[config.mk]
export PLATFORM = sky130hd
export DESIGN_NAME = wb_stage
export DESIGN_NICKNAME = d
export VERILOG_FILES = /design/src/rtl/wb_stage.sv
export SDC_FILE = /design/constraint.sdc
export NUM_CORES = 1
export LEC_CHECK = 0
export CORE_MARGIN = 10
export CORE_UTILIZATION = 45
export CTS_BUF_LIST = sky130_fd_sc_hd__clkbuf_4 sky130_fd_sc_hd__clkbuf_8 sky130_fd_sc_hd__clkbuf_16
export CTS_CLUSTER_SIZE = 14
export DETAILED_ROUTE_END_ITERATION = 6
export GPL_TIMING_DRIVEN = 0
export HOLD_SLACK_MARGIN = 0.06
export PLACE_DENSITY = 0.87
export SLEW_MARGIN = 20
export SYNTH_ARGS = -nofsm -noshare
export SYNTH_HDL_FRONTEND = slang
export SYNTH_SLANG_ARGS = --single-unit
[constraint.sdc]
create_clock -name clk -period 8.9 [get_ports clk]
set_input_delay 2.67 -clock clk [delete_from_list [all_inputs] [get_ports clk]]
set_output_delay 2.67 -clock clk [all_outputs]
set_load 0.1 [all_outputs]
[src/rtl/wb_stage.sv]
// wb_stage: write-back stage with load extraction, bypass buses, RF write port,
// misaligned-load flag and retired-instruction counter.
module wb_stage #(
    parameter logic [31:0] RESET_PC = 32'hBFC0_0000,
    parameter int          CNT_W    = 32
) (
    input  logic             clk,
    input  logic             resetn,
    input  logic             stall,
    input  logic             flush,
    input  logic             mem_valid,
    input  logic [31:0]      mem_pc,
    input  logic             mem_we,
    input  logic [4:0]       mem_waddr,
    input  logic [31:0]      mem_result,
    input  logic [2:0]       mem_load_op,
    input  logic [31:0]      mem_rdata,
    output logic [37:0]      mem_to_id_bus,
    output logic [37:0]      wb_to_id_bus,
    output logic             rf_we,
    output logic [4:0]       rf_waddr,
    output logic [31:0]      rf_wdata,
    output logic             adel,
    output logic [31:0]      debug_wb_pc,
    output logic [CNT_W-1:0] instret
);
    logic [1:0]       w_off;
    logic [7:0]       w_b;
    logic [15:0]      w_h;
    logic [31:0]      w_data;
    logic             w_mis;
    logic             w_we;
    logic             r_valid;
    logic [31:0]      r_pc;
    logic             r_we;
    logic [4:0]       r_waddr;
    logic [31:0]      r_data;
    logic             r_mis;
    logic             r_fresh;
    logic [CNT_W-1:0] r_instret;

    assign w_off = mem_result[1:0];
    assign w_b   = mem_rdata[{w_off, 3'b000} +: 8];
    assign w_h   = mem_rdata[{w_off[1], 4'b0000} +: 16];

    always_comb begin
        w_data = (mem_load_op == 3'b001) ? {{24{w_b[7]}}, w_b} :
                 (mem_load_op == 3'b010) ? {24'b0, w_b} :
                 (mem_load_op == 3'b011) ? {{16{w_h[15]}}, w_h} :
                 (mem_load_op == 3'b100) ? {16'b0, w_h} :
                 (mem_load_op == 3'b101) ? mem_rdata : mem_result;
        w_mis  = ((mem_load_op == 3'b011 || mem_load_op == 3'b100) && w_off[0]) ||
                 (mem_load_op == 3'b101 && w_off != 2'b00);
    end

    assign w_we          = mem_valid & mem_we & ~w_mis & (mem_waddr != 5'd0);
    assign mem_to_id_bus = {w_we, mem_waddr, w_data};

    // fresh marks the first cycle an instruction sits in WB, so a stalled
    // instruction writes, retires and raises adel only once.
    always_ff @(posedge clk or negedge resetn) begin
        if (!resetn) begin
            r_valid   <= 1'b0;
            r_pc      <= RESET_PC;
            r_we      <= 1'b0;
            r_waddr   <= 5'd0;
            r_data    <= 32'd0;
            r_mis     <= 1'b0;
            r_fresh   <= 1'b0;
            r_instret <= '0;
        end else begin
            if (r_valid && r_fresh)
                r_instret <= r_instret + CNT_W'(1);
            if (flush) begin
                r_valid <= 1'b0;
                r_we    <= 1'b0;
                r_fresh <= 1'b1;
            end else if (stall) begin
                r_fresh <= 1'b0;
            end else begin
                r_valid <= mem_valid;
                r_pc    <= mem_pc;
                r_we    <= w_we;
                r_waddr <= mem_waddr;
                r_data  <= w_data;
                r_mis   <= w_mis;
                r_fresh <= 1'b1;
            end
        end
    end

    assign rf_we        = r_valid & r_we & r_fresh;
    assign rf_waddr     = r_waddr;
    assign rf_wdata     = r_data;
    assign wb_to_id_bus = {r_valid & r_we, r_waddr, r_data};
    assign adel         = r_valid & r_mis & r_fresh;
    assign debug_wb_pc  = r_pc;
    assign instret      = r_instret;
endmodule

After elaboration in Yosys (flattened, before gate mapping)
Cells that the tools add are included.

storage, ports and cells
  memory bits (read-only) = 0
  register bits after elaboration = 105
  latch bits = 0
  output and inout port bits = 179
  bits of input ports = 110
  memory bits (writable) = 0
  word-level logic and storage cells = 46
  memories = 0

cells by class
  bitwise gates (word level) = 10
  multipliers = 0
  reduce and logical (&&, ||, !) cells = 8
  mux-type cells = 11
  magnitude comparators = 0
  divide/modulo/power cells = 0
  $add $sub $neg = 1
  equality and inequality tests = 6
  shift operators = 2

operators by type and width
  operator               count
  $mux 32                5
  $add 32x1->32 const B  1
  $shiftx 32x6->16       1
  $shiftx 32x6->8        1
  $and 1x1->1            7
  $eq 3x2->1 const B     2
  $eq 3x3->1 const B     2
  $mux 1                 6
  $reduce_bool 5->1      1
  $eq 3x1->1 const B     1
  $logic_and 1x1->1      3
  $not 1->1              3
  $logic_or 1x1->1       2
  $ne 2x1->1 const B     1
  $reduce_and 2->1       1
  $reduce_bool 2->1      1

Depth between registers and ports, before layout
Gate-level depths: netlist of run 1.

  word-level depth = 9
  mapped depth = 8
  gate-level depth less buffers = 6

Least setup slack after synthesis of run 1
No wires, ideal clock.

  kind = input -> output
  start = input port mem_load_op[1]
  end = output port mem_to_id_bus[3]
  path slack = 0.770 ns
  buffers on the path = 1
  data required time = 6.230 ns
  arrival = 5.460 ns
  stages on the path = 5
  path through = buf_2 > nand2b_1 > nor2_1 > a222oi_1 > o21ai_0

between the ends
  longest elaborated chain between the ends = 6
  elaborated cells on any way between the ends = 10
  those cells by class = eq/ne (5); mux (5)

ends and longest elaborated chain
  element          line  source
  start, declared  16    input logic [2:0] mem_load_op,
  $eq 3x3->1       51    (mem_load_op == 3'b101) ? mem_rdata : mem_result;
  $mux 32          51
  $mux 32          50    (mem_load_op == 3'b100) ? {16'b0, w_h} :
  $mux 32          49    (mem_load_op == 3'b011) ? {{16{w_h[15]}}, w_h} :
  $mux 32          48    (mem_load_op == 3'b010) ? {24'b0, w_b} :
  $mux 32 (*)      47    w_data = (mem_load_op == 3'b001) ? {{24{w_b[7]}}, w_b} :
  end, declared    18    output logic [37:0] mem_to_id_bus,

Every way passes the cells marked *; elsewhere a longest branch is shown, timed or not.

Worst setup path in the final report of run 1
  start = input port mem_load_op[2]
  end = output port mem_to_id_bus[37]

between the ends
  longest elaborated chain between the ends = 7
  elaborated cells on any way between the ends = 10
  those cells by class = eq/ne (3); bitwise (3); reduce/logical (4)

ends and longest elaborated chain
  element                                          line  source
  $eq 3x2->1 / $eq 3x3->1 (equally long branches)  52    w_mis = ((mem_load_op == 3'b011 || mem_load_op == 3'b100) && w_off[0]) ||
  $logic_or 1x1->1                                 52
  $logic_and 1x1->1                                52
  $logic_or 1x1->1 (*)                             52
  $not 1->1 (*)                                    56    assign w_we = mem_valid & mem_we & ~w_mis & (mem_waddr != 5'd0);
  $and 1x1->1 (*) (2 in a row)                     56

Marks and branches as above.

==> results.cfg, run 1 <==
[place]
dpl_cell_area_sq_um = 9100
numPortBuffers = 285
dp_cells = 1119
hpwl_um = 18000
routabilityCongestion = 0.978

[clock_tree]
cts_buffers = 9
cts_resized = 0
clock_tree.buffer_depth = 2
cts_tree = yes
root_buffer = clkbuf_16
holdBufCountCts = 0
clk_pin_slew_worst_paths_ns = 0.07
post_cts_buffers = 0
htree_levels = 3
clock-sinks = 105
insertion_delay_ns = 0.36

[synth]
postSynthCellCount = 657
yosys.area.top_type = dfrtp_1
synth_area_sq_um = 6000
synth_edf_count = 0
ys_seq_area_share_pct = 44.0
synth_area_leaders = dfrtp_1 40%, nand2_1 11%, buf_4 5.6%, dfstp_2 3.9%, xnor2_1 3.5%
synth_cell_type_count = 58
ys.flop_type = dfrtp_1
syn_nets = 768
yosys_warnings = 0
ys_ff_latch = 105
async_reset_ff_share_pct = 100
avgSynthCellArea_sq_um = 9.14
netlist.area_leader.share_pct = 40.0

[power]
cellLeakagePower_nw = 4.19
combPwrFrac_pct = 55.6
seqPwrFrac_pct = 25.8
p_sw_mw = 1.21
power_mw = 2.30
sw_frac_of_total_pct = 52.8
ir_drop_mv = 0.193
clkPwrFrac_pct = 18.6
p_per_area_nw_per_um2 = 244
intPower_mw = 1.08

[critical_path]
crit_fanout = 9
crit_path_start_kind = input port
critPathCaptureType = output port
worstPathArrival_ns = 5.69
regToRegSetupSlack_ns = 6.79
critPathKind = in2out
crit_required_ns = 6.23

[drt]
drtPass1Iterations = 6
drc = 0
viasPerCell = 5.28
drt-total-wl_um = 22500
post_drt_wl_per_cell_um = 19.8
vias = 5998
drtIter0Drc = 329
detail-route-antenna-nets = 0

[cells_and_area]
final_cell_area_sq_um = 9420
post-route-util_pct = 71.7
area_delta_synth_final_pct = 57.0
stdcell_count = 1135
fin_nets = 1065
diodes = 0
drive_gt1_share_pct = 13.6

[sta]
rsz0062_at_grt = no
skew_ns = 0.00601
worstMarginPinSlew_ns = 1.05
final-setup-viol-count = 0
tns_ns = 0
final.period_utilization_pct = 93.9
hold_viol_final = 0
relSlewSlack_pct = 29.5
min_period_ns = 8.36
finalMaxSlewViolations = 0
fmax_ghz = 0.120

[outcome]
outcome = finished, final reports clean

[global_route]
grt_max_degree = 81
antenna_found_initial = 1
grtUsageTotal_pct = 23.8
grt_first_pass_wirelength_um = 34000
overflow = 0
grt_pass1_vias = 6096

[hold_path]
min_path_type = reg2reg

[floorplan]
io_pins = 289
rows = 42
dieWidth_um = 135
start_util_pct = 45.7
dieHeight_um = 135
fp.dieArea_sq_um = 18400
core_area_sq_um = 13100

[run]
max_cap_viol_count = 0
## final timing paths
| check | depth (start not counted) | to | startpoint |
|---|---|---|---|
| worst max register to register | 6 | instret[26]$_DFFE_PN0P_ | instret[0]$_DFFE_PN0P_ |
| worst min register to register | 2 | debug_wb_pc[22]$_DFFE_PN1P_ | debug_wb_pc[22]$_DFFE_PN1P_ |
| max in group asynchronous | 2 | debug_wb_pc[29]$_DFFE_PN1P_ | resetn |
| min in group asynchronous | 1 | instret[13]$_DFFE_PN0P_ | resetn |
| worst min-delay path | 2 | debug_wb_pc[22]$_DFFE_PN1P_ | debug_wb_pc[22]$_DFFE_PN1P_ |
| worst max-delay path | 7 | mem_to_id_bus[37] | mem_load_op[2] |
## per-stage QoR
step           hold WS [ns]  setup slack (ns)
2_1_floorplan         0.443             0.770
3_3_place_gp          0.447             0.578
3_5_place_dp          0.450             0.565
4_1_cts               0.462             0.562
5_1_grt               0.477             0.376
6_report              0.461             0.543
## cell type report
type / instances / area [sq um]
multi-input combinational: 465 / 2820
sequential: 105 / 2640
clock buffer: 9 / 225
clock inverter: 7 / 93.8
tap: 176 / 220
fill: 1001 / 3710
timing repair buffer: 286 / 2880
buffer: 83 / 533
inverter: 4 / 15.0
## power groups by stage
stage	logic (mW)	clock network (mW)	registers (mW)
3_3_place_gp	1.27	0	0.600
4_1_cts	1.28	0.438	0.593
5_1_grt	1.32	0.462	0.600
2_1_floorplan	0.535	0	1.01
3_5_place_dp	1.28	0	0.602
6_report	1.28	0.428	0.592
## kinds of logic (layout without fill, tap and decap cells)
logic type	count (synthesis)	after routing	synth area share, %
buf+inv	87	389	9.13
xor+xnor	32	32	4.67
compound gates	104	104	13.3
flops	105	105	44.0
mux	41	41	7.63
fa+ha+maj	1	1	0.208
simple gates	287	287	21.1
## worst max-delay path, stage by stage
cell and delay (ns):
clkdlybuf4s50_1 0.66, nand3b_1 0.39, nand2_1 0.09, a32oi_1 0.33, o2111a_1 0.29, buf_4 0.13
clkdlybuf4s50_1 1.13
## cells in the mapped netlist, types with 11 or more instances
master / instances
dfrtp_1: 96
a31oi_1: 25
a22o_1: 16
nand4_1: 11
buf_4: 45
clkbuf_1: 13
mux2_2: 18
a22oi_1: 16
xnor2_1: 24
buf_2: 18
nand2_1: 173
mux2i_1: 18
nor2_1: 51
## per-layer routing
metal / routed length (um) / GRT usage [%] / part of all wire, % / vias to the layer above
met3: 2760 / 12.0 / 12 / 45
met1: 7750 / 24.3 / 34 / 2839
met4: 671 / 8.73 / 3.0 / 2
met2: 11300 / 40.8 / 50 / 287
li1: - / - / - / 2825
met5: 11 / 0 / 0.049 / -
## state kept, by name, indices dropped and copies added (netlist names)
signal,cells
debug_wb_pc,32
instret,32
rf_wdata,32
rf_waddr,5
r_fresh,1
r_mis,1
r_valid,1
r_we,1
## placed cells by master (no fill, tap or decap), types with 8 or more instances in the layout
| cell | instances |
|---|---|
| clkbuf_16 | 9 |
| clkbuf_1 | 13 |
| nand4_1 | 11 |
| clkdlybuf4s50_1 | 284 |
| nand2_1 | 173 |
| xnor2_1 | 24 |
| xor2_1 | 8 |
| a22o_1 | 16 |
| dfstp_2 | 9 |
| mux2_2 | 18 |
| buf_4 | 45 |
| a31oi_1 | 25 |
| buf_2 | 18 |
| nor2_1 | 51 |
| nor3_1 | 8 |
| a211oi_1 | 9 |
| a22oi_1 | 16 |
| mux2i_1 | 18 |
| nand3_1 | 10 |
| dfrtp_1 | 96 |
No activity file was read; power rests on OpenSTA's default activity.
==> run 2, diff against run 1 <==
--- a/config.mk
+++ b/config.mk
@@ -13,6 +13,7 @@
 export GPL_TIMING_DRIVEN = 0
 export HOLD_SLACK_MARGIN = 0.06
 export PLACE_DENSITY = 0.87
+export SKIP_CTS_REPAIR_TIMING = 1
 export SLEW_MARGIN = 20
 export SYNTH_ARGS = -nofsm -noshare
 export SYNTH_HDL_FRONTEND = slang
==> results of run 2 <==
The final DEF is identical to that of run 1; final timing and power are the same.
